<file path="config.mk">
export PLATFORM = sky130hd
export DESIGN_NAME = combiner_sweep_ctrl
export DESIGN_NICKNAME = d
export VERILOG_FILES = /design/src/rtl/combiner_sweep_ctrl.sv
export SDC_FILE = /design/constraint.sdc
export NUM_CORES = 1
export LEC_CHECK = 0
export CAP_MARGIN = 20
export CORE_MARGIN = 2
export CORE_UTILIZATION = 55
export DETAILED_ROUTE_END_ITERATION = 8
export GPL_TIMING_DRIVEN = 0
export MAX_ROUTING_LAYER = met4
export PLACE_DENSITY = 0.8
export SYNTH_ARGS = -nofsm -noshare
export SYNTH_HDL_FRONTEND = slang
export SYNTH_SLANG_ARGS = --single-unit
</file>
<file path="constraint.sdc">
create_clock -name clk -period 12.8 [get_ports clk]
set_input_delay 2.56 -clock clk [delete_from_list [all_inputs] [get_ports clk]]
set_output_delay 2.56 -clock clk [all_outputs]
set_load 0.05 [all_outputs]
</file>
<file path="src/rtl/combiner_sweep_ctrl.sv">
// Acquisition sequencer for the combiner phase loop.
// Generates a triangular phase-sweep offset, qualifies lock from the real/imag
// detectors with lock/unlock dwell counts, and freezes the sweep while locked.
module combiner_sweep_ctrl (
    input  logic        clk,
    input  logic        nReset,
    input  logic        ce,
    input  logic        sweepEnable,
    input  logic        realLock,
    input  logic        imagLock,
    input  logic [31:0] sweepRate,
    input  logic [15:0] sweepLimit,
    input  logic [15:0] lockCount,
    input  logic [15:0] unlockCount,
    output logic [15:0] sweepOffset,
    output logic        locked,
    output logic        loopReset,
    output logic [1:0]  state
);

    typedef enum logic [1:0] {
        StIdle   = 2'd0,
        StSweep  = 2'd1,
        StVerify = 2'd2,
        StLocked = 2'd3
    } st_e;

    st_e         st;
    logic [31:0] acc;
    logic        dirUp;
    logic [15:0] cnt;

    logic               bothLock;
    logic [15:0]        limitMag;
    logic [15:0]        negLimit;
    logic signed [17:0] limitHi;
    logic signed [17:0] limitLo;
    logic [33:0]        accExt;
    logic [33:0]        rateExt;
    logic [33:0]        nextAcc;
    logic signed [17:0] nextHi;
    logic [15:0]        cntInc;
    logic [15:0]        lockTarget;
    logic [15:0]        unlockTarget;
    logic               unusedLimitMsb;

    // Sweep step, limit bounds and saturating dwell counter
    always_comb begin
        bothLock       = realLock & imagLock;
        unusedLimitMsb = sweepLimit[15];
        limitMag       = {1'b0, sweepLimit[14:0]};
        negLimit       = 16'd0 - limitMag;
        limitHi        = $signed({2'b00, limitMag});
        limitLo        = -limitHi;
        // Two guard bits so a full-scale rate can never wrap the trial sum
        accExt         = {{2{acc[31]}}, acc};
        rateExt        = {2'b00, sweepRate};
        nextAcc        = dirUp ? (accExt + rateExt) : (accExt - rateExt);
        nextHi         = $signed(nextAcc[33:16]);
        cntInc         = (cnt == 16'hFFFF) ? cnt : (cnt + 16'd1);
        lockTarget     = (lockCount == 16'd0) ? 16'd1 : lockCount;
        unlockTarget   = (unlockCount == 16'd0) ? 16'd1 : unlockCount;
    end

    // Sequencer FSM with all outputs registered
    always_ff @(posedge clk) begin
        if (!nReset) begin
            st        <= StIdle;
            acc       <= 32'd0;
            dirUp     <= 1'b1;
            cnt       <= 16'd0;
            locked    <= 1'b0;
            loopReset <= 1'b0;
        end else begin
            loopReset <= 1'b0;
            if (!sweepEnable) begin
                // Abort does not wait for ce; the loop filter is cleared only if we held lock
                if (st == StLocked) begin
                    loopReset <= 1'b1;
                end
                st     <= StIdle;
                acc    <= 32'd0;
                dirUp  <= 1'b1;
                cnt    <= 16'd0;
                locked <= 1'b0;
            end else if (ce) begin
                unique case (st)
                    StIdle: begin
                        st <= StSweep;
                    end
                    StSweep: begin
                        if (bothLock) begin
                            st  <= StVerify;
                            cnt <= 16'd1;
                        end else if (dirUp && (nextHi >= limitHi)) begin
                            acc   <= {limitMag, 16'h0000};
                            dirUp <= 1'b0;
                        end else if (!dirUp && (nextHi <= limitLo)) begin
                            acc   <= {negLimit, 16'h0000};
                            dirUp <= 1'b1;
                        end else begin
                            acc <= nextAcc[31:0];
                        end
                    end
                    StVerify: begin
                        if (bothLock) begin
                            if (cntInc >= lockTarget) begin
                                st     <= StLocked;
                                locked <= 1'b1;
                                cnt    <= 16'd0;
                            end else begin
                                cnt <= cntInc;
                            end
                        end else begin
                            st  <= StSweep;
                            cnt <= 16'd0;
                        end
                    end
                    StLocked: begin
                        if (bothLock) begin
                            cnt <= 16'd0;
                        end else if (cntInc >= unlockTarget) begin
                            st        <= StSweep;
                            locked    <= 1'b0;
                            cnt       <= 16'd0;
                            loopReset <= 1'b1;
                        end else begin
                            cnt <= cntInc;
                        end
                    end
                endcase
            end
        end
    end

    assign sweepOffset = acc[31:16];
    assign state       = st;

endmodule

</file>
After elaboration in Yosys (flattened, before gate mapping)
Cells that the tools add are included.
{ "totals": {"reg_bits": 53, "out_inout_bits": 20, "word_cells": 73} }
{ "op_classes": {"addsub": 5, "magnitude_cmp": 4, "eq_ne": 10, "n_mux": 31, "bitwise": 2, "reduce_logical": 15} }
{ "ops": {"columns": ["cell", "count"], "rows": [
  ["16-bit two-way mux", 8],
  ["32-bit two-way mux", 2],
  ["16-bit one-hot mux with 3 select lines", 1],
  ["32-bit by 33-bit adder with 34-bit output", 1],
  ["34-bit two-way mux", 1],
  ["32-bit by 33-bit subtractor with 34-bit output", 1],
  ["16-bit greater-or-equal comparator", 2],
  ["16-bit logical NOT", 2],
  ["18-bit by 16-bit greater-or-equal comparator with 1-bit output", 1],
  ["18-bit less-or-equal comparator", 1],
  ["15-bit negator with 18-bit output", 1],
  ["16-bit by 1-bit adder with 16-bit output (second input constant)", 1],
  ["16-bit equality test (second input constant)", 1],
  ["1-bit by 15-bit subtractor with 16-bit output (first input constant)", 1],
  ["1-bit two-way mux", 12],
  ["2-bit two-way mux", 5],
  ["2-bit inequality test (second input constant)", 4],
  ["2-bit one-hot mux with 4 select lines", 1],
  ["3-bit AND reduction", 2],
  ["6-bit AND reduction", 1],
  ["5-bit AND reduction", 1],
  ["2-bit equality test (second input constant)", 2],
  ["4-bit AND reduction", 1],
  ["2-bit nonzero test", 2],
  ["other kinds (11)", 12]
]} }

Depth between registers and ports, before layout
{ "logic_depth": {"depth_word": 8, "ltp_mapped": 33, "ltp_nobuf": 30} }

Worst setup path before layout
OpenSTA, ideal clock, no wires.
{ "synth_path": {"kind": "input -> register", "from": "in sweepRate[12]", "to": "reg acc[16]", "setup_time_ns": 0.070, "arrival_time_ns": 8.824, "path_slack_ns": 3.907, "path_stages": 26, "n_path_buf": 1, "cell_sequence": "or4_1 or4_1 nor4_2 nand3_1 o21ai_0 xnor2_1 ha_1 clkbuf_1 a21o_1 a21o_1 a221o_1 or2_2 nor4_1 o21bai_1 a21oi_1 xnor2_1 ha_1 nand2_1 nor2_1 nand3_1 or3_1 or4_1 and2_1 a2bb2oi_2 mux2_1 a21oi_1"} }
{ "synth_via": {"elab_chain_cells": 6, "elab_cells_between_ends": 9, "classes_between": "add/sub (2); order compare (2); mux (3); reduce/logical (2)"} }
{ "synth_rtl": {"columns": ["item", "line_no", "text"], "rows": [
  ["start, declared", "11", "input logic [31:0] sweepRate,"],
  ["32-bit by 33-bit subtractor with 34-bit output or 32-bit by 33-bit adder with 34-bit output (tied branches)", "58", "nextAcc = dirUp ? (accExt + rateExt) : (accExt - rateExt);"],
  ["34-bit two-way mux (*)", "58", null],
  ["18-bit less-or-equal comparator", "98", "end else if (!dirUp && (nextHi <= limitLo)) begin"],
  ["1-bit logical AND", "98", null],
  ["32-bit two-way mux", "98", null],
  ["32-bit two-way mux (*)", "95", "end else if (dirUp && (nextHi >= limitHi)) begin"],
  ["end signal, assigned", "96", "acc <= {limitMag, 16'h0000};"],
  ["end signal, assigned", "99", "acc <= {negLimit, 16'h0000};"],
  ["end signal, assigned", "102", "acc <= nextAcc[31:0];"],
  ["end, declared", "29", "logic [31:0] acc;"]
]} }
Mark *: on every way between the ends. The rest lies on a longest branch, timed or not.
A chain may end at the register's enable or synchronous reset.

Worst setup path in the final report
{ "layout_path": {"from": "in sweepRate[10]", "to": "reg acc[9]"} }
Same word-level chain as after synthesis.

==> flow_metrics.py <==
metrics = {
    "status": {
        "status": "finished, final reports clean",
    },
    "logic_synthesis": {
        "synth.cell_area_sq_um": 7520,
        "synth_nets": 1180,
        "ys_top_cells_by_area": "ha_1 (17%), dfxtp_1 (14%), a21oi_1 (4.9%)",
        "ys.flop_type": "dfxtp_1",
        "synth-seq-area-share_pct": 14.1,
        "yosys.area.top_type_share_pct": 17.0,
        "ys_ff_latch": 53,
        "yosysWarnings": 0,
        "async_reset_ff_share_pct": 0,
        "synthCells": 991,
        "syn_area_per_cell_sq_um": 7.59,
        "synth-edff-count": 0,
        "yosys.area.top_type": "ha_1",
        "synth.distinct_cells": 86,
    },
    "detailed_routing": {
        "post_drt_via_cell_ratio": 5.96,
        "firstDrtPassIters": 5,
        "routed_wl_um": 20700,
        "antenna_left": 0,
        "vias": 7618,
        "drt_iter0_drc": 504,
        "wl_per_cell_um": 16.2,
        "drc_errors": 0,
    },
    "worst_setup_path": {
        "crit_path_start": "sweepRate[10]",
        "startpoint_type": "input port",
        "crit_buf_inv": 2,
        "crit_type": "in2reg",
        "rr_startpoint": "dirUp",
        "critPathMaxStageDelay_ns": 0.57,
        "cp.required_ns": 13.00,
        "critPathCaptureType": "flip-flop",
        "crit_slowest_cell": "or4_1",
        "critPathArrivalTime_ns": 10.47,
        "path_delay_family": "simple AND/OR/NAND/NOR gates",
        "crit_top_cell": "or4_1",
        "cp_max_fo": 10,
    },
    "placement": {
        "gp_congestion": 0.966,
        "place_area_sq_um": 8780,
        "dp_hpwl_um": 17000,
        "place_ws_ns": 2.36,
        "io_buffer_count": 103,
    },
    "cells_and_area": {
        "fillers": 1159,
        "layout_commonest_cell": "clkdlybuf4s50_1",
        "diodes": 0,
        "final_layout_size_suffix_gt1_share_pct": 6.81,
        "layout_common_cells": "clkdlybuf4s50_1 (103), ha_1 (102), inv_1 (85)",
        "areaGrowthSynthToFinish_pct": 18.7,
        "multiInputGateArea_sq_um": 5860,
        "nets": 1290,
        "seqCellArea_sq_um": 1060,
        "fin_area_sq_um": 8930,
    },
    "floorplan": {
        "ioPinCount": 106,
        "die-area_sq_um": 14600,
        "rows": 42,
        "core_area_sq_um": 13300,
        "die_y_um": 121,
        "die_x_um": 121,
        "start_util_pct": 56.6,
    },
    "global_routing": {
        "grt_pass1_vias": 7086,
        "grt_use_met2_pct": 49.1,
        "antenna_found_initial": 0,
        "grt_max_degree": 17,
        "gr-total-overflow": 0,
        "top_usage_layer": "met2",
        "grt_use_met1_pct": 35.6,
        "grt_first_pass_wirelength_um": 33400,
        "gr-usage-all-layers_pct": 28.7,
        "grt_use_met3_pct": 2.96,
    },
    "timing": {
        "min_period_ns": 10.27,
        "relSlewSlack_pct": 42.8,
        "hold_violations": 0,
        "max_freq_mhz": 97.4,
        "fin_crit_sh_pct": 80.2,
        "tightest_slew_ns": 0.851,
        "setup_tns_ns": 0,
        "final_max_slew_viol_count": 0,
        "setup_ws_ns": 2.53,
        "setup_viol": 0,
        "rsz0062_at_grt": "false",
        "finalClockSkew_ns": 0.00704,
    },
    "clock_tree": {
        "cts_tree": "done",
        "cts_root_buf": "clkbuf_16",
        "cts_setup_buffers": 0,
        "numCtsBuffers": 5,
        "clk_latency_ns": 0.30,
        "holdBufCountCts": 0,
        "cts_max_level": 2,
        "cts_max_path_buffers": 2,
        "ctsResizeCount": 0,
        "clk_pin_slew_worst_paths_ns": 0.07,
        "clkSinkCount": 53,
    },
    "pwr": {
        "p_per_area_nw_per_um2": 52.2,
        "ir_drop_uv": 46.0,
        "p_leak_nw": 4.29,
    },
    "worst_hold_path": {
        "worst_hold_path_type": "reg2reg",
        "hold_start": "cnt[7]",
    },
    "run": {
        "maxCapViolCount": 0,
    },
}
final timing paths:
check,cells after the start,endpoint,slack [ns]
min,2,cnt[7],0.47
max,27,acc[9],2.53
max reg2reg,30,acc[9],5.20
min reg2reg,2,cnt[7],0.47
state kept, by name (all words and copies together), names as in the netlist:
signal,cells
acc,32
cnt,16
dirUp,1
locked,1
loopReset,1
state,2
through the flow:
stage	hold slack, ns	util (%)	power (mW)	std cells
global route	0.494	67.2	0.490	1278
detailed placement	0.461	66.0	0.320	1270
CTS	0.470	67.2	0.467	1278
floorplan	0.436	-	0.263	991
global placement	0.447	66.0	0.318	1270
finish	0.468	67.2	0.466	1278
final cells by class:
type / count / area share, %
Timing Repair Buffer: 103 / 11.5
Inverter: 87 / 3.66
Buffer: 45 / 3.05
Tap cell: 176 / 2.47
Clock inverter: 2 / 0.154
Sequential cell: 53 / 11.9
Clock buffer: 6 / 1.56
Multi-Input combinational cell: 806 / 65.7
synthesized netlist by cell type, drive strengths merged (22+ instances only):
library cell    n
a21o           34
a21oi          74
a22o           22
buf            25
dfxtp          53
ha            102
inv            85
nand2          72
nand3          30
nor2           71
nor3           22
o21ai          45
xnor2          37
xor2           39
tightest hold or removal path: cells and delay by family (launching register included):
family,cells,cell delay [ns]
flip-flops,1,0.33
AND/OR/NAND/NOR,2,0.10
report_power, final:
group | total, mW | leakage, nW | internal, mW | switching, mW
logic | 0.153 | 3.78 | 0.0711 | 0.0817
registers | 0.166 | 0.427 | 0.166 | 0.000985
clock network | 0.147 | 0.0768 | 0.0782 | 0.0690
total | 0.466 | 4.29 | 0.315 | 0.152
layer usage:
| metal | vias to the layer above | routed length [um] |
|---|---|---|
| li1 | 3834 | - |
| met1 | 3505 | 9450 |
| met2 | 244 | 9820 |
| met3 | 35 | 1040 |
| met4 | 0 | 435 |
| met5 | - | 0 |
kinds of logic (layout without fill, tap and decap cells):
| family | Yosys count | count (layout) | share of synthesized area, % |
|---|---|---|---|
| buf+inv | 132 | 243 | 7.96 |
| simple gates | 326 | 326 | 22.6 |
| compound gates | 278 | 278 | 26.0 |
| flops | 53 | 53 | 14.1 |
| fa+ha+maj | 105 | 105 | 17.5 |
| mux | 20 | 20 | 2.74 |
| xor+xnor | 77 | 77 | 9.15 |
(Power assumes the default switching activity.)
